## src/rtl/mul_iter_pkg.sv

```systemverilog
// Shared definitions for the iterative multiplier: mode encodings, FSM state codes
// and the data-bus width helpers used to size the double-width product.
package mul_iter_pkg;

    localparam int DATA_BUS_W = 32;

    localparam logic [1:0] MUL_UU = 2'b00;
    localparam logic [1:0] MUL_SS = 2'b01;
    localparam logic [1:0] MUL_SU = 2'b10;

    localparam logic [1:0] ST_IDLE = 2'd0;
    localparam logic [1:0] ST_CALC = 2'd1;
    localparam logic [1:0] ST_FIX  = 2'd2;
    localparam logic [1:0] ST_DONE = 2'd3;

    function automatic int double_w(input int w);
        return 2 * w;
    endfunction

endpackage

```

## src/rtl/mul_iter_if.sv

```systemverilog
// Start/done handshake bundle between the EX stage (master) and mul_iter (slave).
// Handshake: mul_en is sampled only while idle; done pulses one cycle with result_mul valid.
interface mul_iter_if
    import mul_iter_pkg::*;
#(
    parameter int WIDTH = DATA_BUS_W
);
    logic                         mul_en;
    logic [1:0]                   mode;
    logic                         kill;
    logic [WIDTH-1:0]             op1;
    logic [WIDTH-1:0]             op2;
    logic                         busy;
    logic                         done;
    logic [double_w(WIDTH)-1:0]   result_mul;
    logic [1:0]                   dbg_state;

    modport master (
        output mul_en, mode, kill, op1, op2,
        input  busy, done, result_mul, dbg_state
    );

    modport slave (
        input  mul_en, mode, kill, op1, op2,
        output busy, done, result_mul, dbg_state
    );
endinterface

```

## src/rtl/mul_iter_abs.sv

```systemverilog
// Conditional two's-complement negate; yields the unsigned magnitude when i_neg marks
// a negative operand, and re-applies the sign to the final product.
module mul_iter_abs #(
    parameter int WIDTH = 32
) (
    input  logic [WIDTH-1:0] i_val,
    input  logic             i_neg,
    output logic [WIDTH-1:0] o_val
);
    assign o_val = i_neg ? (~i_val + WIDTH'(1)) : i_val;
endmodule

```

## src/rtl/mul_iter.sv

```systemverilog
// Iterative shift-add multiplier: one multiplier bit per cycle on operand magnitudes,
// then a sign fixup, with a zero-operand fast path and kill flush.
module mul_iter
    import mul_iter_pkg::*;
#(
    parameter int WIDTH = DATA_BUS_W,
    parameter int CNT_W = $clog2(WIDTH) + 1
) (
    input  logic     clk,
    input  logic     rst_n,
    mul_iter_if.slave bus
);
    localparam int DW = double_w(WIDTH);

    logic [1:0]       r_state;
    logic [WIDTH-1:0] r_mcand;
    logic [WIDTH-1:0] r_acc;
    logic [WIDTH-1:0] r_mplier;
    logic             r_neg;
    logic [CNT_W-1:0] r_cnt;
    logic [DW-1:0]    r_prod;
    logic [DW-1:0]    r_result;

    logic             w_signed1;
    logic             w_signed2;
    logic             w_neg1;
    logic             w_neg2;
    logic             w_zero;
    logic [WIDTH-1:0] w_mag1;
    logic [WIDTH-1:0] w_mag2;
    logic [WIDTH-1:0] w_addend;
    logic [WIDTH:0]   w_sum;
    logic [DW-1:0]    w_fix;

    // Reserved mode 11 falls through as unsigned x unsigned.
    assign w_signed1 = (bus.mode == MUL_SS) || (bus.mode == MUL_SU);
    assign w_signed2 = (bus.mode == MUL_SS);
    assign w_neg1    = w_signed1 & bus.op1[WIDTH-1];
    assign w_neg2    = w_signed2 & bus.op2[WIDTH-1];
    assign w_zero    = (bus.op1 == '0) || (bus.op2 == '0);

    mul_iter_abs #(.WIDTH(WIDTH)) u_abs_op1 (.i_val(bus.op1), .i_neg(w_neg1), .o_val(w_mag1));
    mul_iter_abs #(.WIDTH(WIDTH)) u_abs_op2 (.i_val(bus.op2), .i_neg(w_neg2), .o_val(w_mag2));
    mul_iter_abs #(.WIDTH(DW))    u_abs_fix (.i_val({r_acc, r_mplier}), .i_neg(r_neg), .o_val(w_fix));

    assign w_addend = r_mplier[0] ? r_mcand : '0;
    assign w_sum    = {1'b0, r_acc} + {1'b0, w_addend};

    always_ff @(posedge clk or negedge rst_n) begin
        if (!rst_n) begin
            r_state  <= ST_IDLE;
            r_mcand  <= '0;
            r_acc    <= '0;
            r_mplier <= '0;
            r_neg    <= 1'b0;
            r_cnt    <= '0;
            r_prod   <= '0;
            r_result <= '0;
        end else if (bus.kill) begin
            r_state <= ST_IDLE;
        end else begin
            case (r_state)
                ST_IDLE: begin
                    if (bus.mul_en) begin
                        r_mcand  <= w_mag1;
                        r_mplier <= w_mag2;
                        r_acc    <= '0;
                        r_cnt    <= '0;
                        r_neg    <= w_neg1 ^ w_neg2;
                        if (w_zero) begin
                            r_prod  <= '0;
                            r_state <= ST_DONE;
                        end else begin
                            r_state <= ST_CALC;
                        end
                    end
                end
                ST_CALC: begin
                    // Carry lands in the accumulator MSB as {carry, acc, mplier} shifts right.
                    r_acc    <= w_sum[WIDTH:1];
                    r_mplier <= {w_sum[0], r_mplier[WIDTH-1:1]};
                    r_cnt    <= r_cnt + CNT_W'(1);
                    if (r_cnt == CNT_W'(WIDTH - 1)) r_state <= ST_FIX;
                end
                ST_FIX: begin
                    r_prod  <= w_fix;
                    r_state <= ST_DONE;
                end
                default: begin
                    r_result <= r_prod;
                    r_state  <= ST_IDLE;
                end
            endcase
        end
    end

    // The new product is only published once the DONE cycle survives a kill.
    assign bus.result_mul = ((r_state == ST_DONE) && !bus.kill) ? r_prod : r_result;
    assign bus.done       = (r_state == ST_DONE) && !bus.kill;
    assign bus.busy       = (r_state == ST_CALC) || (r_state == ST_FIX);
    assign bus.dbg_state  = r_state;

endmodule

```

## src/flat_wrapper.sv

```systemverilog
// flat-port wrapper written by rule: the top's interface ports become plain ports
module mul_iter_flat import mul_iter_pkg::*;
#(
    parameter int WIDTH = DATA_BUS_W,
    parameter int CNT_W = $clog2(WIDTH) + 1
)
  (clk, rst_n, bus_mul_en, bus_mode, bus_kill, bus_op1, bus_op2, bus_busy, bus_done, bus_result_mul, bus_dbg_state);
  mul_iter_if #(.WIDTH(WIDTH)) bus_i ();
  input  logic clk;
  input  logic rst_n;
  input wire logic [$bits(bus_i.mul_en)-1:0] bus_mul_en;
  input wire logic [$bits(bus_i.mode)-1:0] bus_mode;
  input wire logic [$bits(bus_i.kill)-1:0] bus_kill;
  input wire logic [$bits(bus_i.op1)-1:0] bus_op1;
  input wire logic [$bits(bus_i.op2)-1:0] bus_op2;
  output wire logic [$bits(bus_i.busy)-1:0] bus_busy;
  output wire logic [$bits(bus_i.done)-1:0] bus_done;
  output wire logic [$bits(bus_i.result_mul)-1:0] bus_result_mul;
  output wire logic [$bits(bus_i.dbg_state)-1:0] bus_dbg_state;
  assign bus_i.mul_en = bus_mul_en;
  assign bus_i.mode = bus_mode;
  assign bus_i.kill = bus_kill;
  assign bus_i.op1 = bus_op1;
  assign bus_i.op2 = bus_op2;
  assign bus_busy = bus_i.busy;
  assign bus_done = bus_i.done;
  assign bus_result_mul = bus_i.result_mul;
  assign bus_dbg_state = bus_i.dbg_state;
  mul_iter #(.WIDTH(WIDTH), .CNT_W(CNT_W)) u_core (.clk(clk), .rst_n(rst_n), .bus(bus_i));
endmodule
```

## config.mk

```make
export PLATFORM = sky130hd
export DESIGN_NAME = mul_iter_flat
export DESIGN_NICKNAME = d
export VERILOG_FILES = /design/src/rtl/mul_iter_pkg.sv /design/src/rtl/mul_iter_if.sv /design/src/rtl/mul_iter_abs.sv /design/src/rtl/mul_iter.sv /design/src/flat_wrapper.sv
export SDC_FILE = /design/constraint.sdc
export NUM_CORES = 1
export LEC_CHECK = 0
export CORE_UTILIZATION = 51
export CTS_CLUSTER_SIZE = 16
export DETAILED_ROUTE_END_ITERATION = 10
export DONT_BUFFER_PORTS = 1
export PLACE_DENSITY = 0.69
export SYNTH_ARGS = -nofsm -noshare
export SYNTH_HDL_FRONTEND = slang
export SYNTH_SLANG_ARGS = --single-unit
```

## constraint.sdc

```tcl
create_clock -name clk -period 3.16 [get_ports clk]
set_input_delay 0.474 -clock clk [delete_from_list [all_inputs] [get_ports clk]]
set_output_delay 0.474 -clock clk [all_outputs]
set_load 0.1 [all_outputs]
```

==> Word-level counts from Yosys, hierarchy flattened <==
Index checks and enable logic that the tools add are counted.
{ "totals": {"reg_bits": 233} }
{ "classes": {"addsub": 5, "eq_ne": 10, "mux": 19, "bitwise": 8, "reduce_logical": 16} }
{ "ops": {"columns": ["op", "count"], "rows": [
  ["$mux W64", 4],
  ["$mux W32", 5],
  ["$pmux W32 S2", 2],
  ["$pmux W64 S2", 1],
  ["$add A32 B1 Y32 const B", 2],
  ["$add A64 B1 Y64 const B", 1],
  ["$logic_not A32 Y1", 2],
  ["$not A32 Y32", 2],
  ["$not A64 Y64", 1],
  ["$add A32 B32 Y33", 1],
  ["$pmux W6 S2", 1],
  ["$mux W2", 4],
  ["$add A6 B1 Y6 const B", 1],
  ["$eq A2 B2 Y1 const B", 3],
  ["$eq A6 B5 Y1 const B", 1],
  ["$mux W6", 1],
  ["$pmux W2 S3", 1],
  ["$reduce_and A3 Y1", 2],
  ["$eq A2 B1 Y1 const B", 2],
  ["$reduce_and A2 Y1", 2],
  ["$reduce_and A4 Y1", 1],
  ["$reduce_bool A2 Y1", 2],
  ["$logic_or A1 B1 Y1", 3],
  ["$ne A3 B2 Y1 const B", 1],
  ["10 further kinds", 12]
]} }

==> Logic depth before layout (Yosys ltp) <==
Gate-level depths: netlist (run 1).
{ "depth": {"depth_word": 6, "depth_mapped": 12, "depth_no_buf": 12} }

==> By module <==
A second synthesis (run 1) with hierarchy kept.
{ "unflattened": {"hier_cells": 1566, "hier_area_um2": 15309.7} }
{ "by_module_without_submodules": {"columns": ["mod", "instances", "cells_each", "area_per_inst_um2"], "rows": [
  ["mul_iter", 1, 1162, 12106.6],
  ["mul_iter_abs (u_core.u_abs_fix)", 1, 206, 1649.1],
  ["mul_iter_abs (u_core.u_abs_op1 ...)", 2, 99, 777.0]
]} }

==> Least setup slack after synthesis (run 1) <==
No wires, ideal clock.
{ "synth_timing": {"path_type": "register to output", "startpoint": "reg u_core.r_state[1], in the netlist u_core.bus.dbg_state[1]", "endpoint": "out bus_result_mul[51]", "arrival_ns": 3.525, "t_required_ns": 2.686, "setup_slack_ns": -0.839, "path_stages_with_launch": 6, "path_cell_list": "dfrtp_1 -> ha_1 -> nor2b_1 -> clkbuf_1 -> buf_1 -> mux2_2"} }
{ "synth_via": {"elab_chain_cells": 3} }
{ "synth_lines": {"columns": ["element", "line", "source"], "rows": [
  ["start, declared", "mul_iter.sv:15", "logic [1:0] r_state;"],
  ["start signal, assigned", "mul_iter.sv:51", "r_state <= ST_IDLE;"],
  ["start signal, assigned", "mul_iter.sv:60", "r_state <= ST_IDLE;"],
  ["start signal, assigned", "mul_iter.sv:72", "r_state <= ST_DONE;"],
  ["$eq A2 B2 Y1", null, null],
  ["$logic_and A1 B1 Y1", null, null],
  ["net bus_done", "flat_wrapper.sv:17", "output wire logic [$bits(bus_i.done)-1:0] bus_done;"],
  ["$mux W64", "mul_iter.sv:98", "assign bus.result_mul = ((r_state == ST_DONE) && !bus.kill) ? r_prod : r_result;"],
  ["end, declared", "flat_wrapper.sv:18", "output wire logic [$bits(bus_i.result_mul)-1:0] bus_result_mul;"]
]} }
The timed path passes the listed nets, and every way through them passes these cells.

==> Worst setup path after layout (run 1) <==
{ "layout_timing": {"startpoint": "reg u_core.r_mplier[0]", "endpoint": "reg u_core.r_acc[22]"} }
{ "layout_via": {"elab_chain_cells": 3} }
{ "layout_lines": {"columns": ["element", "line", "source"], "rows": [
  ["start, declared", "mul_iter.sv:18", "logic [WIDTH-1:0] r_mplier;"],
  ["start signal, assigned", "mul_iter.sv:66", "r_mplier <= w_mag2;"],
  ["start signal, assigned", "mul_iter.sv:81", "r_mplier <= {w_sum[0], r_mplier[WIDTH-1:1]};"],
  ["$mux W32", "mul_iter.sv:46", "assign w_addend = r_mplier[0] ? r_mcand : '0;"],
  ["$add A32 B32 Y33", "mul_iter.sv:47", "assign w_sum = {1'b0, r_acc} + {1'b0, w_addend};"],
  ["$pmux W32 S2", "mul_iter.sv:62", "case (r_state)"],
  ["end signal, assigned", "mul_iter.sv:80", "r_acc <= w_sum[WIDTH:1];"],
  ["end, declared", "mul_iter.sv:17", "logic [WIDTH-1:0] r_acc;"]
]} }
No other way between the ends.
A chain may end at the register's enable or synchronous reset.

==> metrics.csv, run 1 <==
metric,value,unit
run status,"complete, but fails checks",
failing checks,"design-rule violations, negative hold slack",
Final Hold Viols,233,
Mapped Cells,1470,
WL/cell,18.4,um
DP HPWL,23800,um
largest net degree at the start of global routing,234,
total length of routed wires,33500,um
CP startpoint kind,flip-flop,
CP max stage cell,a31oi_1,
share of cells above drive strength 1,0.147,
MaxCap Viol Count,0,
worst-path cell chain,buf_12 > and2_1 > ha_1 > a2111oi_0 > o21a_1 > nor3_1 > a31o_2 > a31oi_1 > o21ba_2 > xnor2_1 > o21ai_0,
DRC violations left,24,
initial antenna violation count,0,
Leak,6.72,nW
syn avg cell area,9.29,sq um
"Arr. time, crit path",3.46,ns
Yosys top cell by area,dfrtp_1,
clk root buf,clkbuf_16,
Hold Crit Class,input port to asynchronous set/reset pin,
clock sink count,233,
CTS tree,built,
number of flops mapped to enable cells by yosys,0,
die height,166,um
Final period util,0.968,
initial DRC count,779,
fraction of synthesis flops using an asynchronous set or reset pin,1.00,
element type at the critical path end,flip-flop,
std cell rows,59,
Most used DFF post-synth,dfrtp_1,
core area,26100,sq um
Starting Density,0.523,
Total Nets Final,1581,
Seq cells post-synth,233,
Synth area leaders,"dfrtp_1 (43%), nand2_1 (6.1%), o21ai_0 (5.8%)",
top-level I/O count,138,
final core area utilization,0.581,
"Reg clk slew, reported paths",0.06,ns
post-synthesis sequential area ratio,0.427,
Max stage delay on crit path,0.45,ns
CTS Buf Count,27,
Relative slew margins,0.448,
fmax,327,MHz
vias,10700,
Die ar.,27400,sq um
total grt overflow,0,
"Req. time, crit path",3.56,ns
Min Hold Slack,-0.350,ns
CP Class,flip-flop to flip-flop,
worst vdd ir,1.03,mV
Max Slew Vio Count,0,
Antenna Diode Count,0,
Period minus WS final,3.06,ns
Routability Congestion,0.854,
CTS max path bufs,3,
setup violators final,0,
Syn Nets,1583,
Mapped Area,13700,sq um
P&R area growth vs syn,11.1,%
Synth Warn #,0,
TNS Setup,0,ns
list of most frequent post-synthesis cells,"dfrtp_1 (233), nand2_1 (221), o21ai_0 (159), a21oi_1 (83), xor2_1 (82)",
post-synth top area share,0.427,
PortBufs,0,
Post-DRT Antenna Nets,0,
first-pass GRT wire length,54300,um
Power Dens Cells,835,nW/um^2
vias in the first global route,10300,
transition time of the tightest slew-check pin,0.827,ns
Die W,166,um
"Max FO, Critical Path",17,
"count leader, synth",dfrtp_1,
CTS Hold Bufs,1,
1st-pass router iterations,8,
Setup Skew,0.00908,ns
Synth cell types,74,
vias per inst,5.88,
GRT Total Usage,0.243,
H-tree depth,1,
Clock Latency Late Sink,0.54,ns
## area by class of cell
type,count,area (sq um)
clock buffers,36,749
clock inverters,10,135
fillers,2331,11000
inverters,21,78.8
multi-input cells,1140,7530
flip-flops and latches,233,5840
well taps,335,419
repair buffers,45,433
## critical path: cells and delay by family (launching register included)
family                     cells  cell delay [ns]
and+or+nand+nor                2             0.20
xor gates and xnor gates       1             0.11
adders and majority gates      1             0.34
DFF                            1             0.43
AOI/OAI and AO/OA              6             1.67
buffers and inverters          1             0.15
## worst paths after layout
path	startpoint	end	slack, ns	depth (start not counted)
hold reg to reg	u_core.r_mcand[10]	u_core.r_mcand[10]	0.47	2
hold / removal	rst_n	u_core.r_cnt[4]	-0.35	0
min in group clk	bus_op1[31]	u_core.r_mcand[31]	0.08	2
setup / recovery	u_core.r_mplier[0]	u_core.r_acc[22]	0.10	11
max in group asynchronous	rst_n	u_core.r_result[43]	3.05	0
setup reg to reg	u_core.r_mplier[0]	u_core.r_acc[22]	0.10	11
## kinds of logic (layout without fill, tap and decap cells)
kind of cell / Yosys count / after routing / synth area share
mux: 69 / 69 / 0.0565
flops: 233 / 233 / 0.427
fa+ha+maj: 43 / 43 / 0.0399
simple gates: 484 / 484 / 0.175
xor+xnor: 138 / 138 / 0.0885
buf+inv: 97 / 112 / 0.0306
compound gates: 406 / 406 / 0.183
## sequential cells by signal, indices dropped and copies added, names as in the netlist
signal,flops
u_core.r_mplier,32
u_core.r_acc,32
u_core.r_result,64
u_core.r_neg,1
u_core.r_cnt,6
u_core.r_prod,64
u_core.r_mcand,32
u_core.bus.dbg_state,2
## timing repair
action                     CTS  global route
setup buffers                0             1
pin swaps                    1             8
hold endpoints to repair   235           233
cloned                       0             1
resized for setup            2            19
setup endpoints to repair    3             9
## stage by stage
step / setup slack, ns / hold slack [ns] / instances / cell area [sq um] / total power, mW
after floorplan: 0.102 / 0.178 / 1470 / 13700 / 8.04
after global placement: 0.0248 / 0.197 / 1771 / 14100 / 9.28
after detailed placement: -0.0576 / 0.195 / 1771 / 14100 / 9.40
after CTS: 0.0124 / -0.366 / 1818 / 15100 / 12.6
after global routing: -0.0247 / -0.364 / 1820 / 15200 / 13.5
final: 0.102 / -0.350 / 1820 / 15200 / 12.7
## power breakdown
group          switching, mW  total [mW]  internal, mW
combinational           3.04        4.93          1.89
clock                   1.24        3.14          1.90
sequential             0.942        4.61          3.67
## cell usage in the layout, fill, tap and decap left out, types with 12 or more instances in the layout
cell type  synthesis  layout
a21o_1            14      14
a21oi_1           83      82
and2_1            35      35
buf_4              0      37
clkbuf_16          0      28
dfrtp_1          233     229
ha_1              42      40
inv_1             21      21
mux2_2            65      65
nand2_1          221     221
nand3_1           12      12
nor2_1            78      77
nor3_1            20      20
o21ai_0          159     157
o21ai_1           22      22
o21ai_2           21      23
o31ai_1           35      33
o41ai_1           12      12
or3_1             22      22
or4_1             15      15
xnor2_1           56      56
xor2_1            82      82
## metal layers
metal  GRT usage  vias to the layer above  part of all wire
li1            -                     5209                 -
met1       0.374                     5158              0.49
met2       0.354                      286              0.42
met3      0.0437                       41             0.067
met4      0.0516                        0             0.016
met5           0                        -                 0
(Power assumes the default switching activity.)
==> run 2: changes to the inputs <==
--- a/config.mk
+++ b/config.mk
@@ -10,6 +10,7 @@
 export DETAILED_ROUTE_END_ITERATION = 10
 export DONT_BUFFER_PORTS = 1
 export PLACE_DENSITY = 0.69
+export REMOVE_ABC_BUFFERS = 1
 export SYNTH_ARGS = -nofsm -noshare
 export SYNTH_HDL_FRONTEND = slang
 export SYNTH_SLANG_ARGS = --single-unit
==> run 2 against run 1 <==
  * Final cell count grew 1.2%
  * Maximum frequency grew 1.7%
  * Sequential power is essentially flat
  * The run still ends with design-rule violations, negative hold slack left
  * Routed wire length shrank 1.9%
  * Sequential cell count is the same
  * Largest cell class unchanged
  * Via count shrank 0.74%
  * Clock power shrank 4%
  * Combinational power grew 1%
  * Global-route usage shrank 0.11 points
==> metrics.csv, run 2 (same netlist as run 1, synthesis figures left out) <==
metric,value,unit,change
run status,"complete, but fails checks",,unchanged
failing checks,"design-rule violations, negative hold slack",,unchanged
Die W,166,um,unchanged
GRT Total Usage,0.242,,was 0.243
"Max FO, Critical Path",19,,was 17
core area,26100,sq um,unchanged
Min Hold Slack,-0.359,ns,was -0.350 ns
WL/cell,17.8,um,was 18.4 um
CP Class,flip-flop to flip-flop,,unchanged
"commonest non-fill, non-tap cell in the layout",dfrtp_1,,unchanged
transition time of the tightest slew-check pin,0.872,ns,was 0.827 ns
CTS tree,built,,unchanged
Period minus WS final,3.01,ns,was 3.06 ns
total grt overflow,0,,unchanged
DRC violations left,16,,was 24
initial DRC count,727,,was 779
Post-DRT Antenna Nets,0,,unchanged
Die ar.,27400,sq um,unchanged
final setup margin,0.154,ns,was 0.102 ns
"Reg clk slew, reported paths",0.06,ns,about the same
total length of routed wires,32900,um,was 33500 um
"Arr. time, crit path",3.40,ns,was 3.46 ns
fmax,333,MHz,was 327 MHz
vias,10600,,was 10700
P&R area growth vs syn,11.5,%,was 11.1%
filler cell count,2334,,was 2331
vias per inst,5.76,,was 5.88
CTS Buf Count,26,,was 27
pre-CTS setup slack,-0.0735,ns,was -0.0576 ns
Relative slew margins,0.419,,was 0.448
Setup Skew,0.0163,ns,was 0.00908 ns
1st-pass router iterations,8,,unchanged
Top Registers,"u_core.r_prod (64), u_core.r_result (64)",,unchanged
vias in the first global route,10100,,was 10300
Antenna Diode Count,0,,unchanged
RSZ-0062 raised after global routing,true,,
Max Slew Vio Count,0,,unchanged
first-pass GRT wire length,54200,um,was 54300 um
die height,166,um,unchanged
MaxCap Viol Count,0,,unchanged
TNS Setup,0,ns,unchanged
Final Hold Viols,233,,unchanged
Hold Crit Class,input port to asynchronous set/reset pin,,unchanged
worst vdd ir,0.470,mV,was 1.03 mV
share of cells above drive strength 1,0.156,,was 0.147
Final period util,0.951,,was 0.968
Routability Congestion,0.890,,was 0.854
"Req. time, crit path",3.56,ns,about the same
std cell rows,59,,unchanged
Leak,6.80,nW,was 6.72 nW
top-level I/O count,138,,unchanged
Starting Density,0.523,,unchanged
Power Dens Cells,828,nW/um^2,was 835 nW/um^2
element type at the critical path end,flip-flop,,unchanged
Total Nets Final,1603,,was 1581
CP startpoint kind,flip-flop,,unchanged
Clock Latency Late Sink,0.54,ns,about the same
clock sink count,233,,unchanged
largest net degree at the start of global routing,234,,unchanged
CTS Hold Bufs,1,,unchanged
H-tree depth,1,,unchanged
CTS max path bufs,3,,unchanged
DP HPWL,24100,um,was 23800 um
setup violators final,0,,unchanged
clk root buf,clkbuf_16,,unchanged
most frequent cells in the layout,"dfrtp_1 (232), nand2_1 (221), o21ai_0 (157), xor2_1 (82), a21oi_1 (82)",,"was dfrtp_1 (229), nand2_1 (221), o21ai_0 (157), xor2_1 (82), a21oi_1 (82)"
PortBufs,0,,unchanged
initial antenna violation count,0,,unchanged
run 2: cell count changes in the layout (fill, tap and decap cells not counted), sizes merged:
cell	before	now
buf	43	67
bufinv	3	2
inv	22	21
run 2: cell type report:
| type | instances | area [sq um] | area share |
|---|---|---|---|
| Inverter | 21 | 78.8 | 0.00518 |
| Tap cell | 335 | 419 | 0.0275 |
| Sequential cell | 233 | 5830 | 0.383 |
| Clock buffer | 37 | 762 | 0.0500 |
| Timing Repair Buffer | 68 | 551 | 0.0361 |
| Clock inverter | 8 | 104 | 0.00682 |
| Multi-Input combinational cell | 1140 | 7480 | 0.491 |
run 2: path summary, 6_finish.rpt:
path,from,end,slack (ns),cells after the start
worst max register to register,u_core.r_mplier[0],u_core.r_acc[22],0.15,13
max in group asynchronous,rst_n,u_core.r_acc[30],3.06,0
worst max-delay path,u_core.r_mplier[0],u_core.r_acc[22],0.15,13
min in group clk,bus_op1[31],u_core.r_mcand[31],0.10,2
worst min register to register,u_core.r_mcand[30],u_core.r_mcand[30],0.47,2
worst min-delay path,rst_n,u_core.bus.dbg_state[0],-0.36,0
run 2: critical path: stages (launching register included):
cell	delay (ns)
dfrtp_1	0.37
buf_4	0.19
and2_1	0.15
ha_1	0.28
buf_4	0.16
a2111oi_0	0.41
o21a_1	0.18
nor3_1	0.07
a31o_2	0.32
a31oi_1	0.18
buf_4	0.15
o21ba_2	0.16
xnor2_1	0.13
o21ai_0	0.10
run 2: per-layer routing:
metal / routed length, um / part of all wire / GRT usage
met2: 13700 / 0.42 / 0.349
met4: 725 / 0.022 / 0.0581
met3: 1970 / 0.060 / 0.0418
met5: 0 / 0 / 0
met1: 16500 / 0.50 / 0.374
run 2: report_power, final:
group / total [mW] / switching (mW) / internal, mW
clock network: 3.03 / 1.20 / 1.83
registers: 4.59 / 0.925 / 3.67
logic: 4.99 / 3.02 / 1.96
run 2: timing repair:
item                       CTS  global route
buffers inserted             0             0
resized for setup            3             9
pin swaps                    0             2
setup endpoints to repair    2             7
hold endpoints to repair   235           233
run 2: metrics by stage:
step	hold WS (ns)	power (mW)	std cells	cell area [sq um]	util
detailed placement	0.189	9.55	1796	14300	0.548
global route	-0.376	13.4	1842	15200	0.583
global placement	0.191	9.43	1796	14300	0.548
finish	-0.359	12.6	1842	15200	0.583
CTS	-0.380	12.6	1842	15200	0.581
floorplan	0.178	7.96	1394	13300	-
==> run 3: changes to the inputs <==
--- a/config.mk
+++ b/config.mk
@@ -13,4 +13,5 @@
 export REMOVE_ABC_BUFFERS = 1
 export SYNTH_ARGS = -nofsm -noshare
 export SYNTH_HDL_FRONTEND = slang
+export SYNTH_HIERARCHICAL = 1
 export SYNTH_SLANG_ARGS = --single-unit
==> run 3 against run 2 <==
  * The run ends with negative hold slack left
  * Register-to-register slack got worse by 0.02 ns
  * Synthesized cell count rose by 6.5%
  * Hold slack improved by 0.015 ns
  * Maximum frequency fell by 0.70%
  * Clock skew fell by 0.0067 ns
  * Clock-buffer cell count fell by 4
  * Critical path depth fell by 2
  * Worst setup slack got worse by 0.021 ns
  * Sequential share of layout area fell by 3.8 points
==> metrics.csv, run 3 <==
metric,value,unit,change
H-tree depth,1,,unchanged
Routability Congestion,0.895,,was 0.890
fmax,330,MHz,was 333 MHz
Worst setup startpoint,u_core/r_mplier[0],,was u_core.r_mplier[0]
total length of routed wires,37200,um,was 32900 um
r2r setup slk,0.13,ns,was 0.15 ns
CP startpoint kind,flip-flop,,unchanged
Top Registers,"u_core/r_prod (64), u_core/r_result (64)",,"was u_core.r_prod (64), u_core.r_result (64)"
Internal Power,7.94,mW,was 7.46 mW
first-pass GRT wire length,61200,um,was 54200 um
RSZ-0062 raised after global routing,false,,was true
fraction of synthesis flops using an asynchronous set or reset pin,1.00,,unchanged
final instance area,16900,sq um,was 15200 sq um
vias per inst,5.98,,was 5.76
CP Class,flip-flop to flip-flop,,unchanged
syn avg cell area,9.78,sq um,was 9.29 sq um
element type at the critical path end,flip-flop,,unchanged
transition time of the tightest slew-check pin,1.28,ns,was 0.872 ns
Mapped Cells,1566,,was 1470
post-synthesis sequential area ratio,0.381,,was 0.427
core area,29600,sq um,was 26100 sq um
PortBufs,0,,unchanged
Most used DFF post-synth,dfrtp_1,,unchanged
Critical R2R Launch,u_core/r_mplier[0],,was u_core.r_mplier[0]
CP max stage cell,dfrtp_1,,was a2111oi_0
Die ar.,30700,sq um,was 27400 sq um
Reg power frac,0.358,,was 0.364
critical path's top delay family,compound AO/OA/AOI/OAI gates,,unchanged
worst-path cell chain,buf_6 > and2_1 > ha_1 > a21oi_1 > o21a_1 > o21ai_0 > a211o_1 > o211ai_2 > a21boi_2 > or3_1 > a32o_1,,was buf_4 > and2_1 > ha_1 > buf_4 > a2111oi_0 > o21a_1 > nor3_1 > a31o_2 > a31oi_1 > buf_4 > o21ba_2 > xnor2_1 > o21ai_0
most frequent cells in the layout,"dfrtp_1 (232), nand2_1 (212), o21ai_0 (174), mux2_2 (161), xnor2_1 (137)",,"was dfrtp_1 (232), nand2_1 (221), o21ai_0 (157), xor2_1 (82), a21oi_1 (82)"
NetSw,5.39,mW,was 5.15 mW
DRC violations left,0,,was 16
"count leader, synth",dfrtp_1,,unchanged
Min Hold Slack,-0.344,ns,was -0.359 ns
MaxCap Viol Count,0,,unchanged
Die W,175,um,was 166 um
Setup Skew,0.00960,ns,was 0.0163 ns
Synth Warn #,6,,was 0
total grt overflow,0,,unchanged
Post CTS Setup Buffer Count,0,,unchanged
clock sink count,233,,unchanged
Synth cell types,80,,was 74
GRT Total Usage,0.244,,was 0.242
Final Hold Viols,233,,unchanged
Leak,7.00,nW,was 6.80 nW
"Buf+Inv Stages, Crit Path",1,,was 3
Gate power share,0.415,,was 0.395
Clock Latency Late Sink,0.52,ns,was 0.54 ns
initial antenna violation count,0,,unchanged
share of cells above drive strength 1,0.207,,was 0.156
switching share of power,0.404,,was 0.408
1st-pass router iterations,5,,was 8
P&R area growth vs syn,10.6,%,was 11.5%
top-level I/O count,138,,unchanged
"Arr. time, crit path",3.43,ns,was 3.40 ns
vias in the first global route,11500,,was 10100
Max stage delay on crit path,0.44,ns,was 0.41 ns
Max Slew Vio Count,0,,unchanged
CTS tree,built,,unchanged
Period minus WS final,3.03,ns,was 3.01 ns
Synth area leaders,"dfrtp_1 (38%), mux2_2 (12%), xnor2_1 (7.8%)",,"was dfrtp_1 (43%), nand2_1 (6.1%), o21ai_0 (5.8%)"
Yosys top cell by area,dfrtp_1,,unchanged
initial DRC count,901,,was 727
CTS max path bufs,3,,unchanged
Relative slew margins,0.146,,was 0.419
vias,11700,,was 10600
Total Nets Final,1667,,was 1603
post-synth top area share,0.381,,was 0.427
Post-DP Area,16100,sq um,was 14300 sq um
clk root buf,clkbuf_16,,unchanged
Power Dens Cells,787,nW/um^2,was 828 nW/um^2
setup violators final,0,,unchanged
"Reg clk slew, reported paths",0.06,ns,about the same
number of flops mapped to enable cells by yosys,0,,unchanged
failing checks,negative hold slack,,"was design-rule violations, negative hold slack"
TNS Setup,0,ns,unchanged
"commonest non-fill, non-tap cell in the layout",dfrtp_1,,unchanged
Starting Density,0.518,,was 0.523
largest net degree at the start of global routing,234,,unchanged
Seq cells post-synth,233,,unchanged
run status,"complete, but fails checks",,unchanged
CTS Buf Count,25,,was 26
die height,175,um,was 166 um
WL/cell,19.0,um,was 17.8 um
DP HPWL,26800,um,was 24100 um
filler cell count,2552,,was 2334
clock share of power,0.227,,was 0.241
Post-DRT Antenna Nets,0,,unchanged
std cell rows,63,,was 59
list of most frequent post-synthesis cells,"dfrtp_1 (233), nand2_1 (213), o21ai_0 (175), mux2_2 (161), xnor2_1 (137)",,"was dfrtp_1 (233), nand2_1 (221), o21ai_0 (159), a21oi_1 (83), xor2_1 (82)"
Mapped Area,15300,sq um,was 13700 sq um
Final period util,0.958,,was 0.951
"Max FO, Critical Path",28,,was 19
Hold Crit Class,input port to asynchronous set/reset pin,,unchanged
CTS Hold Bufs,1,,unchanged
"Req. time, crit path",3.57,ns,was 3.56 ns
Antenna Diode Count,0,,unchanged
worst vdd ir,0.961,mV,was 0.470 mV
[run 3: cell type report]
class / instances / area (sq um) / area share
multi-input combinational: 1220 / 9060 / 0.535
clock inverter: 12 / 170 / 0.0101
timing repair buffer: 50 / 607 / 0.0358
sequential: 233 / 5830 / 0.344
tap: 390 / 488 / 0.0288
inverter: 24 / 90.1 / 0.00532
clock buffer: 33 / 686 / 0.0405
[run 3: layer usage]
metal,vias to the layer above,share of wire,track usage
li1,5681,-,-
met1,5714,0.51,0.371
met2,278,0.43,0.368
met3,51,0.046,0.0303
met4,0,0.019,0.0551
met5,-,0,0
[run 3: path summary, 6_finish.rpt]
check                                 endpoint  depth (start not counted)
max reg2reg                   u_core/r_acc[25]                         11
max in group asynchronous         u_core/r_neg                          0
min reg2reg                  u_core/r_prod[62]                          2
max                           u_core/r_acc[25]                         11
min in group clk            u_core/r_mplier[0]                          2
min                        u_core/r_result[59]                          0
[run 3: cells by family after synthesis]
group | after synthesis | share of synthesized area
muxes | 194 | 0.140
AOI/OAI and AO/OA | 363 | 0.159
buffers and inverters | 113 | 0.0294
and+or+nand+nor | 471 | 0.170
xor gates and xnor gates | 149 | 0.0852
DFF | 233 | 0.381
adders and majority gates | 43 | 0.0356
[run 3: stage by stage]
stage / cells / power [mW] / utilization / setup slack, ns
4_1_cts: 1962 / 13.4 / 0.573 / 0.106
3_3_place_gp: 1916 / 10.2 / 0.543 / 0.189
5_1_grt: 1962 / 14.2 / 0.573 / 0.00896
2_1_floorplan: 1477 / 8.84 / - / -3.80
3_5_place_dp: 1916 / 10.3 / 0.543 / 0.120
6_report: 1962 / 13.3 / 0.573 / 0.133
[run 3: power groups by stage]
| stage | Combinational, mW | Clock (mW) | Sequential, mW |
|---|---|---|---|
| floorplan | 4.30 | 0 | 4.54 |
| global placement | 5.40 | 0 | 4.76 |
| detailed placement | 5.47 | 0 | 4.79 |
| CTS | 5.51 | 3.09 | 4.74 |
| global route | 6.08 | 3.21 | 4.89 |
| finish | 5.54 | 3.02 | 4.77 |
[run 3: timing repair]
item                                    in CTS  in global routing
endpoints found under the setup margin       0                  6
gates resized for setup                      0                  2
endpoints found under the hold margin      235                233
